[src/rtl/req_grant_arbiter.sv]
`default_nettype none
// ============================================================================
//  Module   : req_grant_arbiter
//  Purpose  : Round-robin N:1 request/grant arbiter in front of one shared
//             resource. In IDLE a request is forwarded combinationally, so a
//             transfer can finish with zero wait cycles. If the resource does
//             not grant at once, the winner is locked until the transfer is
//             granted or the request is withdrawn.
//  Ports    : clk          - clock, rising edge
//             rst_n        - asynchronous active-low reset
//             s_req        - per-requester request, held until granted
//             s_grant      - per-requester grant (one-hot or zero)
//             s_payload    - returned payload, valid while any s_grant is high
//             m_req        - request to the shared resource
//             m_grant      - grant from the shared resource
//             m_payload    - payload from the shared resource
//             busy         - high while a transfer is locked
//             sel_id       - index of the requester currently forwarded
//             timeout_err  - sticky timeout flag
//  Options  : REQ_GRANT_ARB_TIMEOUT_EN - when defined, a locked transfer is
//             abandoned after timeout_cycles cycles without m_grant, and
//             timeout_err is set until reset.
//  Revision : 1.0 - initial release
// ============================================================================
module req_grant_arbiter #(
    parameter int req_n          = 2,
    parameter int payload_width  = 32,
    parameter int timeout_cycles = 64
) (
    input  logic                     clk,
    input  logic                     rst_n,
    input  logic [req_n-1:0]         s_req,
    output logic [req_n-1:0]         s_grant,
    output logic [payload_width-1:0] s_payload,
    output logic                     m_req,
    input  logic                     m_grant,
    input  logic [payload_width-1:0] m_payload,
    output logic                     busy,
    output logic [1:0]               sel_id,
    output logic                     timeout_err
);

    localparam logic       c_IDLE  = 1'b0;
    localparam logic       c_LOCK  = 1'b1;
    localparam logic [2:0] c_REQ_N = 3'(req_n);

    if (req_n < 2 || req_n > 4 || timeout_cycles < 1 || timeout_cycles > 65535) begin : g_bad_cfg
        $error("req_grant_arbiter: illegal parameter setting");
    end

    logic       r_state;
    logic       w_state_nxt;
    logic [1:0] r_rr_ptr;
    logic [1:0] w_rr_ptr_nxt;
    logic [1:0] r_sel;
    logic [1:0] w_sel_nxt;

    logic [3:0] w_req_ext;      // s_req widened so 2-bit indices are always in range
    logic [1:0] w_scan_idx;
    logic       w_found;
    logic [1:0] w_winner;
    logic [1:0] w_fwd_idx;
    logic [3:0] w_grant_ext;
    logic       w_timeout_hit;

    // (base + off) mod req_n, valid for base, off < req_n
    function automatic logic [1:0] f_wrap_add(input logic [1:0] base, input logic [1:0] off);
        logic [2:0] sum;
        sum = {1'b0, base} + {1'b0, off};
        if (sum >= c_REQ_N) begin
            sum = sum - c_REQ_N;
        end
        return sum[1:0];
    endfunction

    // ------------------------------------------------------------------
    // Round-robin winner search starting at rr_ptr
    // ------------------------------------------------------------------
    always_comb begin
        w_req_ext              = '0;
        w_req_ext[req_n-1:0]   = s_req;
        w_found                = 1'b0;
        w_winner               = 2'd0;
        w_scan_idx             = 2'd0;
        for (int i = 0; i < req_n; i++) begin
            w_scan_idx = f_wrap_add(r_rr_ptr, 2'(i));
            if (!w_found && w_req_ext[w_scan_idx]) begin
                w_found  = 1'b1;
                w_winner = w_scan_idx;
            end
        end
    end

    // ------------------------------------------------------------------
    // State register
    // ------------------------------------------------------------------
    always_ff @(posedge clk or negedge rst_n) begin
        if (!rst_n) begin
            r_state  <= c_IDLE;
            r_rr_ptr <= 2'd0;
            r_sel    <= 2'd0;
        end else begin
            r_state  <= w_state_nxt;
            r_rr_ptr <= w_rr_ptr_nxt;
            r_sel    <= w_sel_nxt;
        end
    end

    // ------------------------------------------------------------------
    // Next-state logic
    // ------------------------------------------------------------------
    always_comb begin
        w_state_nxt  = r_state;
        w_rr_ptr_nxt = r_rr_ptr;
        w_sel_nxt    = r_sel;
        case (r_state)
            c_IDLE: begin
                if (w_found) begin
                    if (m_grant) begin
                        w_rr_ptr_nxt = f_wrap_add(w_winner, 2'd1);
                    end else begin
                        w_state_nxt = c_LOCK;
                        w_sel_nxt   = w_winner;
                    end
                end
            end
            c_LOCK: begin
                // A withdrawn request abandons the transfer without moving
                // the pointer, so that requester keeps its priority.
                if (!w_req_ext[r_sel]) begin
                    w_state_nxt = c_IDLE;
                end else if (m_grant) begin
                    w_state_nxt  = c_IDLE;
                    w_rr_ptr_nxt = f_wrap_add(r_sel, 2'd1);
                end else if (w_timeout_hit) begin
                    w_state_nxt  = c_IDLE;
                    w_rr_ptr_nxt = f_wrap_add(r_sel, 2'd1);
                end
            end
            default: begin
                w_state_nxt = c_IDLE;
            end
        endcase
    end

    // ------------------------------------------------------------------
    // Output logic
    // ------------------------------------------------------------------
    always_comb begin
        m_req     = 1'b0;
        w_fwd_idx = 2'd0;
        sel_id    = 2'd0;
        busy      = 1'b0;
        case (r_state)
            c_IDLE: begin
                m_req     = w_found;
                w_fwd_idx = w_winner;
                sel_id    = w_winner;
            end
            c_LOCK: begin
                m_req     = w_req_ext[r_sel];
                w_fwd_idx = r_sel;
                sel_id    = r_sel;
                busy      = 1'b1;
            end
            default: begin
                m_req = 1'b0;
            end
        endcase
    end

    always_comb begin
        w_grant_ext = '0;
        if (m_grant && m_req) begin
            w_grant_ext[w_fwd_idx] = 1'b1;
        end
        s_grant = w_grant_ext[req_n-1:0];
    end

    assign s_payload = m_payload;

    // ------------------------------------------------------------------
    // Optional LOCK timeout
    // ------------------------------------------------------------------
`ifdef REQ_GRANT_ARB_TIMEOUT_EN
    localparam logic [16:0] c_TIMEOUT = 17'(timeout_cycles);

    logic [15:0] r_lock_cnt;
    logic [15:0] w_lock_cnt_nxt;
    logic        r_timeout_err;
    logic        w_timeout_err_nxt;

    // r_lock_cnt holds the number of LOCK cycles already completed; it is
    // held at zero in IDLE, which clears it on entry to LOCK.
    assign w_timeout_hit = (r_state == c_LOCK) &&
                           (({1'b0, r_lock_cnt} + 17'd1) == c_TIMEOUT);

    always_comb begin
        w_lock_cnt_nxt    = (r_state == c_LOCK) ? (r_lock_cnt + 16'd1) : 16'd0;
        w_timeout_err_nxt = r_timeout_err;
        if (w_timeout_hit && w_req_ext[r_sel] && !m_grant) begin
            w_timeout_err_nxt = 1'b1;
        end
    end

    always_ff @(posedge clk or negedge rst_n) begin
        if (!rst_n) begin
            r_lock_cnt    <= 16'd0;
            r_timeout_err <= 1'b0;
        end else begin
            r_lock_cnt    <= w_lock_cnt_nxt;
            r_timeout_err <= w_timeout_err_nxt;
        end
    end

    assign timeout_err = r_timeout_err;
`else
    assign w_timeout_hit = 1'b0;
    assign timeout_err   = 1'b0;
`endif

endmodule
`default_nettype wire

[config.mk]
export PLATFORM = sky130hd
export DESIGN_NAME = req_grant_arbiter
export DESIGN_NICKNAME = d
export VERILOG_FILES = /design/src/rtl/req_grant_arbiter.sv
export SDC_FILE = /design/constraint.sdc
export NUM_CORES = 1
export LEC_CHECK = 0
export CAP_MARGIN = 20
export CORE_ASPECT_RATIO = 1.4
export CORE_MARGIN = 4
export CORE_UTILIZATION = 25
export CTS_BUF_LIST = sky130_fd_sc_hd__clkbuf_8
export CTS_CLUSTER_DIAMETER = 40
export CTS_CLUSTER_SIZE = 40
export DETAILED_ROUTE_END_ITERATION = 8
export GPL_TIMING_DRIVEN = 0
export PLACE_DENSITY = 0.82
export RECOVER_POWER = 50
export SYNTH_ARGS = -nofsm -noshare
export SYNTH_HDL_FRONTEND = slang
export SYNTH_SLANG_ARGS = --single-unit
[constraint.sdc]
create_clock -name clk -period 1.57 [get_ports clk]
set_input_delay 0.314 -clock clk [delete_from_list [all_inputs] [get_ports clk]]
set_output_delay 0.314 -clock clk [all_outputs]
set_load 0.005 [all_outputs]
* Yosys cells after proc, flatten, opt, wreduce, memory -nomap -nowiden *
Index checks and enable logic that the tools add are counted.
Widths: inputs -> output; s select.

word-level totals
  flip-flop bits (word level) = 5
  bits of input ports = 37
  output and inout port bits = 39
  logic and storage cells = 60

operators by class
  add/sub/neg operators = 7
  order comparisons = 9
  eq/ne operators = 4
  muxes and demuxes = 29
  bitwise operators = 2
  reduce and logical (&&, ||, !) cells = 6

operators with widths
  cell                 count
  $mux 2               11
  $lt 2x3->1 const B   4
  $mux 1               10
  $add 2x1->3 const B  3
  $ge 3x2->1 const B   3
  $pmux 2 s2           2
  $sub 2x2->2 const B  4
  $bmux 1 s2           3
  $ne 2x2->1 const B   3
  $pmux 1 s2           2
  $reduce_and 4->1     1
  $logic_and 1x1->1    3
  $reduce_and 3->1     1
  $demux 1 s2          1
  $ge 2x1->1 const B   1
  $ge 2x2->1 const B   1
  $ne 2x1->1 const B   1
  $not 1->1            2
  $logic_not 1->1      1

* Logic depth before layout (Yosys ltp) *
Gate-level depths: netlist of the first run.

  depth in word-level cells = 14
  depth in mapped cells = 5
  depth with buffers taken out = 5

* Worst setup path after synthesis of the first run *
OpenSTA, ideal clock, no wires.

  kind = register to register
  from = register r_state
  to = register r_rr_ptr[0]
  setup time = 0.125 ns
  data arrival time = 1.182 ns
  data required time = 1.445 ns
  path slack = 0.263 ns
  stages on the path, launching flop included = 5
  path buffers = 0
  clock period less this slack = 1.307 ns
  cells stage by stage = dfrtp_1 -> nand2_2 -> nor3_4 -> o31ai_4 -> mux2_4

on the way
  word-level cells in the longest chain between the ends = 3
  elaborated cells between the ends (all ways) = 7
  those cells by class = 4 x eq/ne; 1 x mux; 1 x bitwise; 1 x reduce/logical

ends and longest elaborated chain
  item                               RTL line  text
  start: declaration                 51        logic r_state;
  start signal: assignment           99        r_state <= c_IDLE;
  start signal: assignment           103       r_state <= w_state_nxt;
  $not 1->1 (no source line)         --
  $ne 2x2->1 (no source line)        --
  $reduce_and 4->1 (no source line)  --
  end signal: assignment             104       r_rr_ptr <= w_rr_ptr_nxt;
  end: declaration                   53        logic [1:0] r_rr_ptr;

Parallel ways exist; a longest one is shown, timed or not.
A chain may end at the register's enable or synchronous reset.

* Worst setup path in the final report of the first run *
  from = register r_sel[0]
  to = output m_req

on the way
  word-level cells in the longest chain between the ends = 3

ends and longest elaborated chain
  item                          RTL line  text
  start: declaration            55        logic [1:0] r_sel;
  start signal: assignment      105       r_sel <= w_sel_nxt;
  $bmux 1 s2                    161       m_req = w_req_ext[r_sel];
  $mux 1 (implied by the code)  161
  $pmux 1 s2                    154       case (r_state)
  end: declaration              35        output logic m_req,

No other way between the ends. The select of a mux whose other input is x is not followed.

==> results.cfg, run 1 <==
[worst_setup_path]
cp_max_fo = 4
arrival_ns = 1.36
critPathCaptureType = output port
rrSetupSlack_ns = 0.10
crit_required_ns = 1.26
cp-start-kind = flip-flop
critPathKind = flip-flop to output port

[cells_and_area]
diodes = 0
final_core_util = 0.515
drive_gt1_frac = 0.526
fill_cells = 214
fin_area_um2 = 1110
fin_cells = 136
seqCellArea_um2 = 128
syn_to_final_growth_pct = 99.1
nNetsFinal = 152
multi_input_area_um2 = 205

[worst_hold_path]
hold_class = primary input to async pin

[die]
core_area_um2 = 2150
floorplan.initialDensity = 0.259
num_rows = 20
die_width_um = 47.9
ioPinCount = 76
die_h_um = 63.8
dieArea_um2 = 3060

[grt]
grt_max_degree = 8
grt_use_total = 0.102
grt_first_pass_wirelength_um = 2350
grt_antenna_before_repair = 0
grt_overflow = 0
grt_pass1_vias = 608

[yosys]
ys_types = 20
synth_top_flop_cell = dfrtp_1
synthSimpleGateAreaFrac = 0.169
synth.yosys.seq_area_share = 0.225
synthMuxAreaShare = 0.0449
synth_fp_nets = 100
synth_compound_area_frac = 0.0899
synth_most_common_cell = buf_4
synth.largest_area_cell = buf_4
synth_top_family_by_area = buffers and inverters
synth_top_area_share = 0.445
ys_top_cells_by_area = buf_4 (44%), dfrtp_1 (22%), o31ai_4 (3.8%)
async_reset_ff_frac = 1.00
synthTopCellsByCount = buf_4 (33), dfrtp_1 (5), and2_1 (3), inv_1 (3)
synthesis.area_um2 = 557
synth_edf_count = 0
synth_area_per_cell_um2 = 8.84
yosys_warnings = 0
synth_cells = 63
ys_seq_elements = 5
synth-adder-area-share = 0
synth_xor_area_frac = 0

[timing]
fmax_mhz = 598
fin_worst_skew_ns = 0.00112
period_share = 1.07
setup_ws_ns = -0.103
timing.final.crit_period_ns = 1.67
final-hold-violation-count = 0
worst_hold_slack_ns = 0.386
setup_tns_ns = -0.227
setup_viol = 3
drv_slew = 0
rsz0062_at_grt = true

[detailed_routing]
drc_errors = 0
first_pass_iters = 4
ant_nets = 0
vias = 569
wl_um = 1660
drtIter0Drc = 1
wl_per_cell_um = 12.2
via_per_inst = 4.18

[cts]
cts_made_buffers = 3
cts.htree.levels = 1
insertion_delay_ns = 0.22
clk_pin_slew_ns = 0.03
cts_tree = built
cts_buffer_depth = 2
cts-hold-fix-buffers = 0
clock-sinks = 5
cts-root-buf = clkbuf_8

[placement]
place_area_um2 = 1000
dpl.hpwl_um = 1350
dpl.cell_count = 127
post-place-ws_ns = -0.687
port_buffers = 42
gp_congestion = 0.679

[job]
max_cap_violations = 0

[power_and_ir_drop]
total_power_uw = 728
leakage_nw = 0.554
p_per_area_nw_per_um2 = 656
peakVddDrop_mv = 0.456

[outcome]
violations = negative setup slack
outcome = complete, but fails checks
-- critical path: stages (launching register included) --
cell,delay [ns]
dfrtp_2,0.45
nand2b_4,0.10
a21boi_4,0.06
or3_1,0.39
buf_2,0.14
-- kinds of logic (layout without fill, tap and decap cells) --
kind of cell	Yosys count	count (layout)
flops	5	5
other cells	1	1
compound gates	5	5
simple gates	14	14
buf+inv	36	87
mux	2	2
-- timing repair --
action / 4_1_cts / 5_1_grt
buffers inserted: 5 / 0
pin swaps: 9 / 3
resized for setup: 28 / 5
endpoints found under the setup margin: 6 / 5
-- cells in the final DEF (no fill, tap or decap), types with 2 or more instances in the layout --
master / netlist / layout
dlygate4sd2_1: 0 / 3
clkbuf_8: 0 / 3
buf_4: 33 / 36
clkdlybuf4s50_1: 0 / 16
inv_1: 3 / 2
nand2_2: 1 / 2
dlygate4sd3_1: 0 / 18
buf_2: 0 / 4
and2_1: 3 / 2
dfrtp_1: 5 / 3
or3_1: 2 / 2
inv_2: 0 / 2
buf_6: 0 / 2
dfrtp_2: 0 / 2
-- sequential cells by signal, summed over array words and instances, names as in the netlist --
register,cells
r_rr_ptr,2
r_state,1
r_sel,2
-- layer usage --
layer,share of wire,routed length [µm],up-vias,global-route usage
li1,-,-,265,-
met1,0.28,466,250,0.0978
met2,0.51,852,54,0.187
met3,0.20,336,0,0.0282
met4,0,0,0,0.0404
met5,0,0,-,0
-- power breakdown --
group          switching [mW]  total (mW)  internal (mW)
Combinational           0.106       0.319          0.213
Sequential             0.0301       0.181          0.151
Clock                  0.0602       0.228          0.167
-- layout make-up --
type,count,share of cell area
timing repair buffer,47,0.401
buffer,33,0.223
multi-input combinational,22,0.185
sequential,5,0.115
clock buffer,3,0.0372
tap,22,0.0248
inverter,3,0.0102
clock inverter,1,0.00339
-- path summary, 6_finish.rpt --
kind / startpoint / endpoint / cells after the start
setup / recovery: r_sel[0] / m_req / 4
hold / removal: rst_n / r_rr_ptr[0] / 1
setup reg to reg: r_sel[0] / r_rr_ptr[0] / 5
hold reg to reg: r_rr_ptr[1] / r_rr_ptr[1] / 1
max in group asynchronous: rst_n / r_state / 1
min in group clk: r_rr_ptr[1] / r_rr_ptr[1] / 1
No activity file was read; power rests on OpenSTA's default activity.
==> run 2, diff against run 1 <==
--- a/config.mk
+++ b/config.mk
@@ -8,13 +8,12 @@
 export CAP_MARGIN = 20
 export CORE_ASPECT_RATIO = 1.4
 export CORE_MARGIN = 4
-export CORE_UTILIZATION = 25
-export CTS_BUF_LIST = sky130_fd_sc_hd__clkbuf_8
+export CORE_UTILIZATION = 24
 export CTS_CLUSTER_DIAMETER = 40
 export CTS_CLUSTER_SIZE = 40
 export DETAILED_ROUTE_END_ITERATION = 8
 export GPL_TIMING_DRIVEN = 0
-export PLACE_DENSITY = 0.82
+export PLACE_DENSITY = 0.79
 export RECOVER_POWER = 50
 export SYNTH_ARGS = -nofsm -noshare
 export SYNTH_HDL_FRONTEND = slang
==> run 2 against run 1 <==
Net effect:
- hold slack lost 0.018 ns
- die area grew 3.5%
- routed wire length rose by 4.8%
- critical endpoint is now s_grant[1]
- first-iteration DRC count stayed put
- via count rose by 2.1%
- maximum frequency down 3.0%
- sequential power fell by 2%
- setup slack worse by 0.052 ns
- the flow still finishes with violations (negative setup slack)
- clock power is 37% lower
==> results.cfg, run 2 (synthesis results as in run 1) <==
[grt]
grt_antenna_before_repair = 0
grt_overflow = 0
grt_first_pass_wirelength_um = 2550
grt_max_degree = 8
grt_pass1_vias = 605
grt_use_total = 0.0994

[job]
max_cap_violations = 0

[die]
die_h_um = 65.0
ioPinCount = 76
dieArea_um2 = 3170
die_width_um = 48.7
floorplan.initialDensity = 0.253
num_rows = 20
core_area_um2 = 2200

[timing]
final-hold-violation-count = 0
timing.final.crit_period_ns = 1.72
fin_worst_skew_ns = 0.00357
setup_viol = 4
worst_hold_slack_ns = 0.368
drv_slew = 0
fmax_mhz = 580
setup_ws_ns = -0.155
rsz0062_at_grt = true
period_share = 1.10

[cells_and_area]
mostFrequentLayoutCells = buf_4 (40), clkdlybuf4s50_1 (17), dlygate4sd3_1 (17), dfrtp_1 (4)
nNetsFinal = 156
diodes = 0
mostFrequentLayoutCell = buf_4
syn_to_final_growth_pct = 103
top_regs = r_rr_ptr (2), r_sel (2), r_state (1)
fill_cells = 224
drive_gt1_frac = 0.508

[cts]
cts-root-buf = clkbuf_4
cts-hold-fix-buffers = 0
clock-sinks = 5
cts_buffer_depth = 2
cts_tree = built
cts_made_buffers = 3
clk_pin_slew_ns = 0.04
insertion_delay_ns = 0.24
cts.htree.levels = 1

[worst_setup_path]
crit_path_max_incr_delay_ns = 0.35
crit_cells = 6
path_delay_family = flip-flops
arrival_ns = 1.41
rr_endpoint = r_rr_ptr[0]
critPathCaptureType = output port
cp-start-kind = flip-flop
rrSetupSlack_ns = 0.06
crit_path_top_delay_cell = dfrtp_1
reg2reg_from = r_rr_ptr[0]
cp.buffers_inverters = 2
critPathKind = flip-flop to output port
crit_required_ns = 1.26
cp_max_fo = 2
path_cells = nand2_2 -> nor3b_4 -> o31ai_4 -> buf_4 -> nor2_2 -> buf_2
r2r_cells = 6

[power_and_ir_drop]
leakage_nw = 0.579
total_power_uw = 662
peakVddDrop_mv = 0.446
p_per_area_nw_per_um2 = 585

[detailed_routing]
first_pass_iters = 2
wl_per_cell_um = 12.4
ant_nets = 0
drtIter0Drc = 1
drc_errors = 0
wl_um = 1730
vias = 581
via_per_inst = 4.15

[worst_hold_path]
hold_class = primary input to async pin

[outcome]
violations = negative setup slack
outcome = complete, but fails checks

[placement]
port_buffers = 42
dpl.hpwl_um = 1440
gp_congestion = 0.664
## run 2: cell count changes in the layout (fill, tap and decap cells not counted), sizes merged
cell,change
clkbuf,+1
clkdlybuf4s50,+1
buf,+3
inv,-1
dlymetal6s2s,+1
dlygate4sd3,-1
## run 2: final cells by class
cell class | instances | area, µm² | area share
repair buffers | 51 | 482 | 0.426
plain buffers | 33 | 248 | 0.219
multi-input cells | 22 | 210 | 0.186
flip-flops and latches | 5 | 126 | 0.112
well taps | 22 | 27.5 | 0.0243
clock buffers | 4 | 26.3 | 0.0232
inverters | 3 | 11.3 | 0.00996
## run 2: per-layer routing
layer  track usage  vias up  part of all wire
met5             0        -                 0
met4        0.0303        0                 0
met3        0.0460        0              0.16
met2         0.190       55              0.52
met1        0.0909      251              0.32
li1              -      275                 -
## run 2: worst register-to-register path, delay by kind of cell, from the launching register on
family / cells / cell delay, ns
flops: 1 / 0.35
compound gates: 1 / 0.29
mux: 1 / 0.28
buf+inv: 2 / 0.24
simple gates: 2 / 0.23
## run 2: worst max-delay path by stage
stage / endpoint / startpoint / slack, ns
global route: s_grant[1] / r_rr_ptr[0] / -0.25
floorplan: r_rr_ptr[0] / r_state / 0.26
global placement: s_grant[0] / s_req[0] / -0.65
finish: s_grant[1] / r_rr_ptr[0] / -0.15
detailed placement: s_grant[0] / s_req[0] / -0.70
CTS: s_grant[0] / r_sel[1] / -0.19
## run 2: metrics by stage
step	std cells	area, µm²	setup TNS (ns)	utilization	worst slack, ns
after global placement	127	1000	-2.54	0.456	-0.645
final	140	1130	-0.556	0.514	-0.155
after global routing	140	1130	-0.931	0.514	-0.253
after detailed placement	127	1000	-2.85	0.456	-0.704
after CTS	137	1080	-0.843	0.492	-0.192
after floorplan	63	557	0	-	0.263
## run 2: repair_timing
action / 4_1_cts / 5_1_grt
gates resized for setup: 20 / 8
pin swaps: 5 / 5
buffers inserted: 6 / 4
setup endpoints to repair: 6 / 7
## run 2: power breakdown
| group | internal (mW) | switching [mW] |
|---|---|---|
| registers | 0.149 | 0.0277 |
| clock network | 0.0958 | 0.0485 |
| logic | 0.227 | 0.113 |
| total | 0.472 | 0.190 |
